[src/rtl/ame_pkg.sv]
// Shared types and constants for the approximate-number multiplier stage.
package ame_pkg;

  localparam int AME_DATA_BITS = 64;

  typedef enum logic {
    AME_IDLE = 1'b0,
    AME_RUN  = 1'b1
  } ame_mul_state_t;

endpackage

[src/rtl/ame_approx_mul_if.sv]
// Operand/result bundle between the approximation stage, the multiplier and the cost accumulator.
interface ame_approx_mul_if #(
  parameter int COMP_DATA_BITS = ame_pkg::AME_DATA_BITS
) ();

  localparam int PROD_BITS = 2 * COMP_DATA_BITS;

  logic                      comp_init_i;
  logic [COMP_DATA_BITS-1:0] a_data_i;
  logic                      a_sign_i;
  logic [COMP_DATA_BITS-1:0] b_data_i;
  logic                      b_sign_i;
  logic                      busy_o;
  logic                      comp_done_o;
  logic [PROD_BITS-1:0]      comp_data_o;
  logic                      comp_data_sign_o;

  modport master (
    output comp_init_i, a_data_i, a_sign_i, b_data_i, b_sign_i,
    input  busy_o, comp_done_o, comp_data_o, comp_data_sign_o
  );

  modport slave (
    input  comp_init_i, a_data_i, a_sign_i, b_data_i, b_sign_i,
    output busy_o, comp_done_o, comp_data_o, comp_data_sign_o
  );

endinterface

[src/rtl/ame_lsb_sel.sv]
// Lowest-set-bit selector: one-hot isolate, binary index and empty flag.
// Index is resolved per 8-bit group first, then the lowest non-empty group wins.
module ame_lsb_sel #(
  parameter int W = 64
) (
  input  logic [W-1:0]         data_i,
  output logic [W-1:0]         onehot_o,
  output logic [$clog2(W)-1:0] idx_o,
  output logic                 none_o
);

  localparam int NG    = W / 8;
  localparam int IDX_W = $clog2(W);

  logic [NG-1:0] grp_nz;
  logic [2:0]    grp_idx [NG];

  always_comb begin
    grp_nz = '0;
    for (int g = 0; g < NG; g++) begin
      grp_nz[g]  = |data_i[g*8 +: 8];
      grp_idx[g] = 3'd0;
      for (int b = 7; b >= 0; b--) begin
        if (data_i[g*8 + b]) begin
          grp_idx[g] = 3'(b);
        end
      end
    end
  end

  always_comb begin
    idx_o = '0;
    // Walk from the top so the lowest non-empty group has the final say.
    for (int g = NG - 1; g >= 0; g--) begin
      if (grp_nz[g]) begin
        idx_o = IDX_W'(g * 8) + IDX_W'(grp_idx[g]);
      end
    end
  end

  assign onehot_o = data_i & (~data_i + W'(1));
  assign none_o   = ~|grp_nz;

endmodule

[src/rtl/ame_approx_mul.sv]
// Sparse shift-add multiplier: one accumulate cycle per set bit of B, sign/magnitude result.
//   state    | meaning
//   AME_IDLE | waiting for comp_init_i; result registers hold the last product
//   AME_RUN  | adding A shifted by each remaining set bit of B; done when none left
module ame_approx_mul
  import ame_pkg::*;
#(
  parameter int COMP_DATA_BITS = AME_DATA_BITS,
  parameter int PROD_BITS      = 2 * COMP_DATA_BITS
) (
  input  logic              clk_i,
  input  logic              rst_n_i,
  ame_approx_mul_if.slave   bus
);

  localparam int IDX_W = $clog2(COMP_DATA_BITS);

  ame_mul_state_t            state_q, state_d;
  logic [PROD_BITS-1:0]      a_q, a_d;
  logic [COMP_DATA_BITS-1:0] b_rem_q, b_rem_d;
  logic                      sign_q, sign_d;
  logic [PROD_BITS-1:0]      acc_q, acc_d;
  logic [PROD_BITS-1:0]      comp_data_q, comp_data_d;
  logic                      comp_data_sign_q, comp_data_sign_d;
  logic                      comp_done_q, comp_done_d;

  logic [COMP_DATA_BITS-1:0] lsb_onehot;
  logic [IDX_W-1:0]          lsb_idx;
  logic                      lsb_none;

  ame_lsb_sel #(
    .W (COMP_DATA_BITS)
  ) u_lsb_sel (
    .data_i   (b_rem_q),
    .onehot_o (lsb_onehot),
    .idx_o    (lsb_idx),
    .none_o   (lsb_none)
  );

  always_comb begin
    state_d          = state_q;
    a_d              = a_q;
    b_rem_d          = b_rem_q;
    sign_d           = sign_q;
    acc_d            = acc_q;
    comp_data_d      = comp_data_q;
    comp_data_sign_d = comp_data_sign_q;
    comp_done_d      = 1'b0;

    unique case (state_q)
      AME_IDLE: begin
        if (bus.comp_init_i) begin
          a_d     = PROD_BITS'(bus.a_data_i);
          b_rem_d = bus.b_data_i;
          sign_d  = bus.a_sign_i ^ bus.b_sign_i;
          acc_d   = '0;
          state_d = AME_RUN;
        end
      end
      AME_RUN: begin
        if (!lsb_none) begin
          acc_d   = acc_q + (a_q << lsb_idx);
          b_rem_d = b_rem_q & ~lsb_onehot;
        end else begin
          // A zero magnitude never carries a negative sign downstream.
          comp_data_d      = acc_q;
          comp_data_sign_d = sign_q & (|acc_q);
          comp_done_d      = 1'b1;
          state_d          = AME_IDLE;
        end
      end
      default: state_d = AME_IDLE;
    endcase
  end

  always_ff @(posedge clk_i or negedge rst_n_i) begin
    if (!rst_n_i) begin
      state_q          <= AME_IDLE;
      a_q              <= '0;
      b_rem_q          <= '0;
      sign_q           <= 1'b0;
      acc_q            <= '0;
      comp_data_q      <= '0;
      comp_data_sign_q <= 1'b0;
      comp_done_q      <= 1'b0;
    end else begin
      state_q          <= state_d;
      a_q              <= a_d;
      b_rem_q          <= b_rem_d;
      sign_q           <= sign_d;
      acc_q            <= acc_d;
      comp_data_q      <= comp_data_d;
      comp_data_sign_q <= comp_data_sign_d;
      comp_done_q      <= comp_done_d;
    end
  end

  assign bus.busy_o           = (state_q == AME_RUN);
  assign bus.comp_done_o      = comp_done_q;
  assign bus.comp_data_o      = comp_data_q;
  assign bus.comp_data_sign_o = comp_data_sign_q;

endmodule

[src/flat_wrapper.sv]
// flat-port wrapper written by rule: the top's interface ports become plain ports
module ame_approx_mul_flat import ame_pkg::*;
#(
  parameter int COMP_DATA_BITS = AME_DATA_BITS,
  parameter int PROD_BITS      = 2 * COMP_DATA_BITS
)
  (clk_i, rst_n_i, bus_comp_init_i, bus_a_data_i, bus_a_sign_i, bus_b_data_i, bus_b_sign_i, bus_busy_o, bus_comp_done_o, bus_comp_data_o, bus_comp_data_sign_o);
  ame_approx_mul_if #(.COMP_DATA_BITS(COMP_DATA_BITS)) bus_i ();
  input  logic clk_i;
  input  logic rst_n_i;
  input wire logic [$bits(bus_i.comp_init_i)-1:0] bus_comp_init_i;
  input wire logic [$bits(bus_i.a_data_i)-1:0] bus_a_data_i;
  input wire logic [$bits(bus_i.a_sign_i)-1:0] bus_a_sign_i;
  input wire logic [$bits(bus_i.b_data_i)-1:0] bus_b_data_i;
  input wire logic [$bits(bus_i.b_sign_i)-1:0] bus_b_sign_i;
  output wire logic [$bits(bus_i.busy_o)-1:0] bus_busy_o;
  output wire logic [$bits(bus_i.comp_done_o)-1:0] bus_comp_done_o;
  output wire logic [$bits(bus_i.comp_data_o)-1:0] bus_comp_data_o;
  output wire logic [$bits(bus_i.comp_data_sign_o)-1:0] bus_comp_data_sign_o;
  assign bus_i.comp_init_i = bus_comp_init_i;
  assign bus_i.a_data_i = bus_a_data_i;
  assign bus_i.a_sign_i = bus_a_sign_i;
  assign bus_i.b_data_i = bus_b_data_i;
  assign bus_i.b_sign_i = bus_b_sign_i;
  assign bus_busy_o = bus_i.busy_o;
  assign bus_comp_done_o = bus_i.comp_done_o;
  assign bus_comp_data_o = bus_i.comp_data_o;
  assign bus_comp_data_sign_o = bus_i.comp_data_sign_o;
  ame_approx_mul #(.COMP_DATA_BITS(COMP_DATA_BITS), .PROD_BITS(PROD_BITS)) u_core (.clk_i(clk_i), .rst_n_i(rst_n_i), .bus(bus_i));
endmodule
[config.mk]
export PLATFORM = sky130hd
export DESIGN_NAME = ame_approx_mul_flat
export DESIGN_NICKNAME = d
export VERILOG_FILES = /design/src/rtl/ame_pkg.sv /design/src/rtl/ame_approx_mul_if.sv /design/src/rtl/ame_lsb_sel.sv /design/src/rtl/ame_approx_mul.sv /design/src/flat_wrapper.sv
export SDC_FILE = /design/constraint.sdc
export NUM_CORES = 1
export LEC_CHECK = 0
export CAP_MARGIN = 15
export CORE_AREA = 3 3 293 295
export CTS_BUF_LIST = sky130_fd_sc_hd__clkbuf_4 sky130_fd_sc_hd__clkbuf_8 sky130_fd_sc_hd__clkbuf_16
export CTS_CLUSTER_DIAMETER = 80
export CTS_CLUSTER_SIZE = 14
export DETAILED_ROUTE_END_ITERATION = 16
export DIE_AREA = 0 0 296 298
export GPL_TIMING_DRIVEN = 0
export PLACE_DENSITY = 0.59
export SYNTH_ARGS = -nofsm -noshare
export SYNTH_HDL_FRONTEND = slang
export SYNTH_SLANG_ARGS = --single-unit
[constraint.sdc]
create_clock -name clk_i -period 16.7 [get_ports clk_i]
set_clock_uncertainty 0.05 [all_clocks]
set_input_delay 5.01 -clock clk_i [delete_from_list [all_inputs] [get_ports clk_i]]
set_output_delay 5.01 -clock clk_i [all_outputs]
set_load 0.02 [all_outputs]
# After elaboration in Yosys (flattened, before gate mapping)

Cells that the tools add are included.
W data, S select, Z words.

Bits in registers: 388
Logic and storage cells: 124

Add/subtract/negate cells: 9
Reduce and logical (&&, ||, !) cells: 13
Shift-type cells: 1
Bitwise operators: 8
Muxes and demuxes: 83
Equality and inequality tests: 2

Operators with widths:

| cell                    | count |
|---|---|
| $mux W128               | 2 |
| $pmux W128 S2           | 1 |
| $mux W3                 | 64 |
| $add A128 B128 Y128     | 1 |
| $and A64 B64 Y64        | 2 |
| $mux W64                | 2 |
| $not A64 Y64            | 2 |
| $pmux W64 S2            | 1 |
| $reduce_or A128 Y1      | 1 |
| $shl A64 B6 Y128        | 1 |
| $add A64 B1 Y64 const B | 1 |
| $reduce_or A64 Y1       | 1 |
| $reduce_or A8 Y1        | 8 |
| $mux W6                 | 8 |
| $add A5 B3 Y6 const A   | 2 |
| $add A6 B3 Y6 const A   | 2 |
| $add A5 B4 Y6 const A   | 1 |
| $reduce_and A2 Y1       | 3 |
| $add A4 B3 Y5 const A   | 1 |
| $add A4 B4 Y5 const A   | 1 |
| $mux W1                 | 4 |
| $ne A2 B2 Y1 const B    | 2 |
| $not A1 Y1              | 2 |
| $pmux W1 S2             | 1 |
| 2 further kinds         | 2 |

# Longest topological paths before layout

Word-level depth: 21
Gate-level depth with buffers: 29
Depth with buffers taken out: 25

# Cells and area by module

Synthesis repeated with hierarchy kept, for this count alone.

Cells, all modules: 3467
Area, all modules: 29437.0 µm²

Modules (own cells, without submodules):

| module         | sequential area each (µm²) | cells each | times used | area an instance (µm²) |
|---|---|---|---|---|
| ame_approx_mul | 9709.3                     | 3234       | 1          | 27994.3 |
| ame_lsb_sel    | 0.0                        | 233        | 1          | 1442.6 |

# Least setup slack after synthesis

No wires, ideal clock.

Kind: input -> register
From: input bus_comp_init_i
To: register u_core.b_rem_q[20]
Required time: 16514 ps
Buffers on the path: 3
Setup time: 136 ps
Setup slack: 10267 ps
Stages: 6
Arrival time: 6247 ps
Path through: nor2b_1 > clkbuf_1 > clkbuf_1 > buf_1 > mux2i_1 > a21oi_1

Longest elaborated chain between the ends: 2

RTL lines:

| what                        | line                 | source |
|---|---|---|
| from (decl)                 | flat_wrapper.sv:11   | `input wire logic [$bits(bus_i.comp_init_i)-1:0] bus_comp_init_i;` |
| $ne A2 B2 Y1 (no line)      | -                    |  |
| $reduce_and A2 Y1 (no line) | -                    |  |
| to (signal assigned)        | ame_approx_mul.sv:89 | `b_rem_q <= b_rem_d;` |
| to (decl)                   | ame_approx_mul.sv:20 | `logic [COMP_DATA_BITS-1:0] b_rem_q, b_rem_d;` |

Every way passes these cells.
A chain may end at the register's enable or synchronous reset.

# Worst setup path in the final report

From: register u_core.b_rem_q[28]
To: register u_core.acc_q[120]

Longest elaborated chain between the ends: 14
Elaborated cells on any way between the ends: 18
Those cells by class: add/sub (2); eq/ne (1); shift (1); mux (11); reduce/logical (3)

RTL lines:

| what                 | line                 | source |
|---|---|---|
| $mux W3 (5 in a row) | ame_lsb_sel.sv:24    | `if (data_i[g*8 + b]) begin` |
| $add A5 B3 Y6        | ame_lsb_sel.sv:36    | `idx_o = IDX_W'(g * 8) + IDX_W'(grp_idx[g]);` |
| $mux W6 (4 in a row) | ame_lsb_sel.sv:35    | `if (grp_nz[g]) begin` |
| $shl A64 B6 Y128     | ame_approx_mul.sv:62 | `acc_d = acc_q + (a_q << lsb_idx);` |
| $add A128 B128 Y128  | ame_approx_mul.sv:62 |  |
| $mux W128            | ame_approx_mul.sv:61 | `if (!lsb_none) begin` |
| $pmux W128 S2        | ame_approx_mul.sv:50 | `unique case (state_q)` |
| to (signal assigned) | ame_approx_mul.sv:82 | `acc_q <= '0;` |
| to (signal assigned) | ame_approx_mul.sv:91 | `acc_q <= acc_d;` |
| to (decl)            | ame_approx_mul.sv:22 | `logic [PROD_BITS-1:0] acc_q, acc_d;` |

Parallel ways exist; a longest one is shown, timed or not. The select of a mux whose other input is x is not followed.

==> out/metrics.yaml <==
syn_inst: 3379
critPathCaptureType: "flop"
relSlewSlack: 0.1484
min_period_ns: 9.077
cp_max_fo: 10
overflow: 0
vias: 28000
numCtsBuffers: 39
arrival_ns: 9.49
async_flop_share: 1.000
worstPathRequired_ns: 17.11
hold_path_class: "flop to flop"
synthToLayoutAreaGrowth_pct: 18.13
hold_buffers: 0
via_per_inst: 5.852
regArea_sq_um: 9709
final_hold_viol_count: 0
crit_family: "compound AO/OA/AOI/OAI gates"
syn_nets: 3656
setup_slack_ns: 7.623
io_pins: 264
rsz0062_at_grt: "false"
setup_tns_ns: 0
synth_commonest_cells: "nand2_1 (481), dfrtp_1 (388), o21ai_0 (279)"
outcome: "completed"
cts_setup_buffers: 0
timing.hold.ws_ns: 0.4447
grt_pass1_vias: 27150
core-area_sq_um: 83420
clockBufferDepth: 3
htreeDepth: 2
ant_nets: 0
first_pass_iters: 7
cts_root_buffer: "clkbuf_16"
finalSetupViolCount: 0
n_antenna_cell: 0
dpl-instance-area_sq_um: 33230
die_x_um: 296
path_buf_inv: 3
synth_top_area_share: 0.3331
synth_top_flop_cell: "dfrtp_1"
ys_top_cells_by_area: "dfrtp_1 (33%), mux2_2 (7.8%), mux2i_1 (7.0%)"
nets: 3966
synth_cell_types: 90
grt_pass1_wl_mm: 173.4
fin_crit_sh: 0.5435
yosysMostFrequentCell: "nand2_1"
fill_cells: 8469
start_util: 0.3494
critPathLaunchType: "flop"
synth_area_sq_um: 29150
cap_viol_max_count: 0
slowest_stage: "a2111oi_0"
io_buffers: 263
cts_resized: 0
synth-seq-cells: 388
globalplace.congestion: 0.9921
cts_tree: "done"
hpwl_mm: 92.07
critical_path_class: "flop to flop"
maxSlewViolCount: 0
drc: 0
grt_use_total: 0.2551
crit_path_max_incr_delay_ns: 0.99
initialDrtViolationCount: 2685
wl_per_cell_um: 24.31
antenna_found_initial: 3
worst_slew_pin_slew_ns: 1.277
clock_sinks: 388
drive_above_1_share: 0.09503
worst_path_most_repeated_cell: "mux2i_1"
clk_pin_slew_ns: 0.07
grt_max_degree: 116
dieArea_sq_um: 88210
synth-edff-count: 0
place_ws_ns: 7.856
multiInputGateArea_sq_um: 18350
syn_avg_cell_area_sq_um: 8.626
final_area_sq_um: 34430
ys_seq_area_frac: 0.3331
row_count: 106
yosys.area.top_type: "dfrtp_1"
yosysWarnings: 0
fp.dieH_um: 298
routed_wl_mm: 116.3
fmax_mhz: 110.2
insertion_delay_ns: 0.58
[cell type report]
type	instances	area share
repair buffers	269	0.07951
flip-flops and latches	388	0.2820
clock inverters	12	0.004760
multi-input cells	2735	0.5331
plain buffers	191	0.02438
well taps	1080	0.03925
inverters	65	0.007086
clock buffers	44	0.02998
[sequential cells by signal (all words and copies together), names as in the netlist]
| register | flops |
|---|---|
| u_core.a_q | 64 |
| u_core.sign_q | 1 |
| u_core.bus.comp_data_o | 128 |
| u_core.b_rem_q | 64 |
| u_core.bus.comp_done_o | 1 |
| u_core.bus.comp_data_sign_o | 1 |
| u_core.acc_q | 128 |
| u_core.bus.busy_o | 1 |
[cell families (layout without fill, tap and decap cells)]
group / after synthesis / after routing / synth area share
AND/OR/NAND/NOR: 1141 / 1141 / 0.1819
AO/OA/AOI/OAI: 920 / 920 / 0.1997
multiplexers: 409 / 409 / 0.1496
flip-flops: 388 / 388 / 0.3331
buffers and inverters: 256 / 581 / 0.03717
adder cells (fa/ha/maj): 144 / 144 / 0.06207
XOR/XNOR: 121 / 121 / 0.03636
[worst paths after layout]
path	startpoint	endpoint	slack, ns	cells past startpoint
worst max-delay path	u_core.b_rem_q[28]$_DFFE_PN0P_	u_core.acc_q[120]$_DFFE_PN0P_	7.62	26
worst min-delay path	u_core.bus.comp_data_sign_o$_DFFE_PN0P_	u_core.bus.comp_data_sign_o$_DFFE_PN0P_	0.44	2
worst max register to register	u_core.b_rem_q[28]$_DFFE_PN0P_	u_core.acc_q[120]$_DFFE_PN0P_	7.62	26
worst min register to register	u_core.bus.comp_data_sign_o$_DFFE_PN0P_	u_core.bus.comp_data_sign_o$_DFFE_PN0P_	0.44	2
max in group asynchronous	rst_n_i	u_core.bus.comp_data_o[65]$_DFFE_PN0P_	10.83	3
min in group asynchronous	rst_n_i	u_core.bus.comp_data_o[14]$_DFFE_PN0P_	4.36	1
[routing by layer]
| metal | vias to the layer above | part of all wire | GRT usage |
|---|---|---|---|
| met3 | 201 | 0.071 | 0.03750 |
| met5 | - | 0.00011 | 0 |
| met1 | 13700 | 0.45 | 0.3614 |
| met4 | 2 | 0.038 | 0.08918 |
| met2 | 1115 | 0.44 | 0.3952 |
| li1 | 12980 | - | - |
[cells in the final DEF, fill, tap and decap left out, types with 39 or more instances in the layout]
cell type and instances:
nand2_1 481, dfrtp_1 388, o21ai_0 279, clkdlybuf4s50_1 262, a21oi_1 220, nor2_1 214
mux2i_1 205, mux2_2 203, nand3_1 146, ha_1 143, clkbuf_1 140, a21o_1 73
inv_1 65, nand4_1 65, xnor2_1 64, xor2_1 57, nor4_1 55, nor3_1 45
o21bai_1 40, clkbuf_16 39
[worst register-to-register path, stage by stage (launching register included)]
cell,delay (ns)
dfrtp_1,0.43
nor4_2,0.46
and3_1,0.35
nand3_1,0.21
o211ai_1,0.29
o21a_1,0.37
nor2_4,0.09
buf_6,0.17
buf_8,0.16
mux2i_1,0.23
mux2i_1,0.15
mux2_2,0.32
mux2i_1,0.67
o22ai_1,0.27
or2_1,0.32
ha_1,0.28
clkbuf_1,0.30
nand4_1,0.32
nor3_1,0.42
nand3_1,0.18
a2111oi_0,0.99
a21oi_1,0.41
o21ai_1,0.60
a31oi_1,0.32
o21ai_0,0.29
xor2_1,0.12
a22o_1,0.20
[stage by stage]
stage | util | cells
floorplan | - | 3379
global placement | 0.3971 | 4722
detailed placement | 0.3983 | 4727
CTS | 0.4127 | 4783
global route | 0.4127 | 4784
finish | 0.4127 | 4784
Power is not shown: default switching activity piles up to over one toggle a cycle in this logic, so the estimate is an artifact.
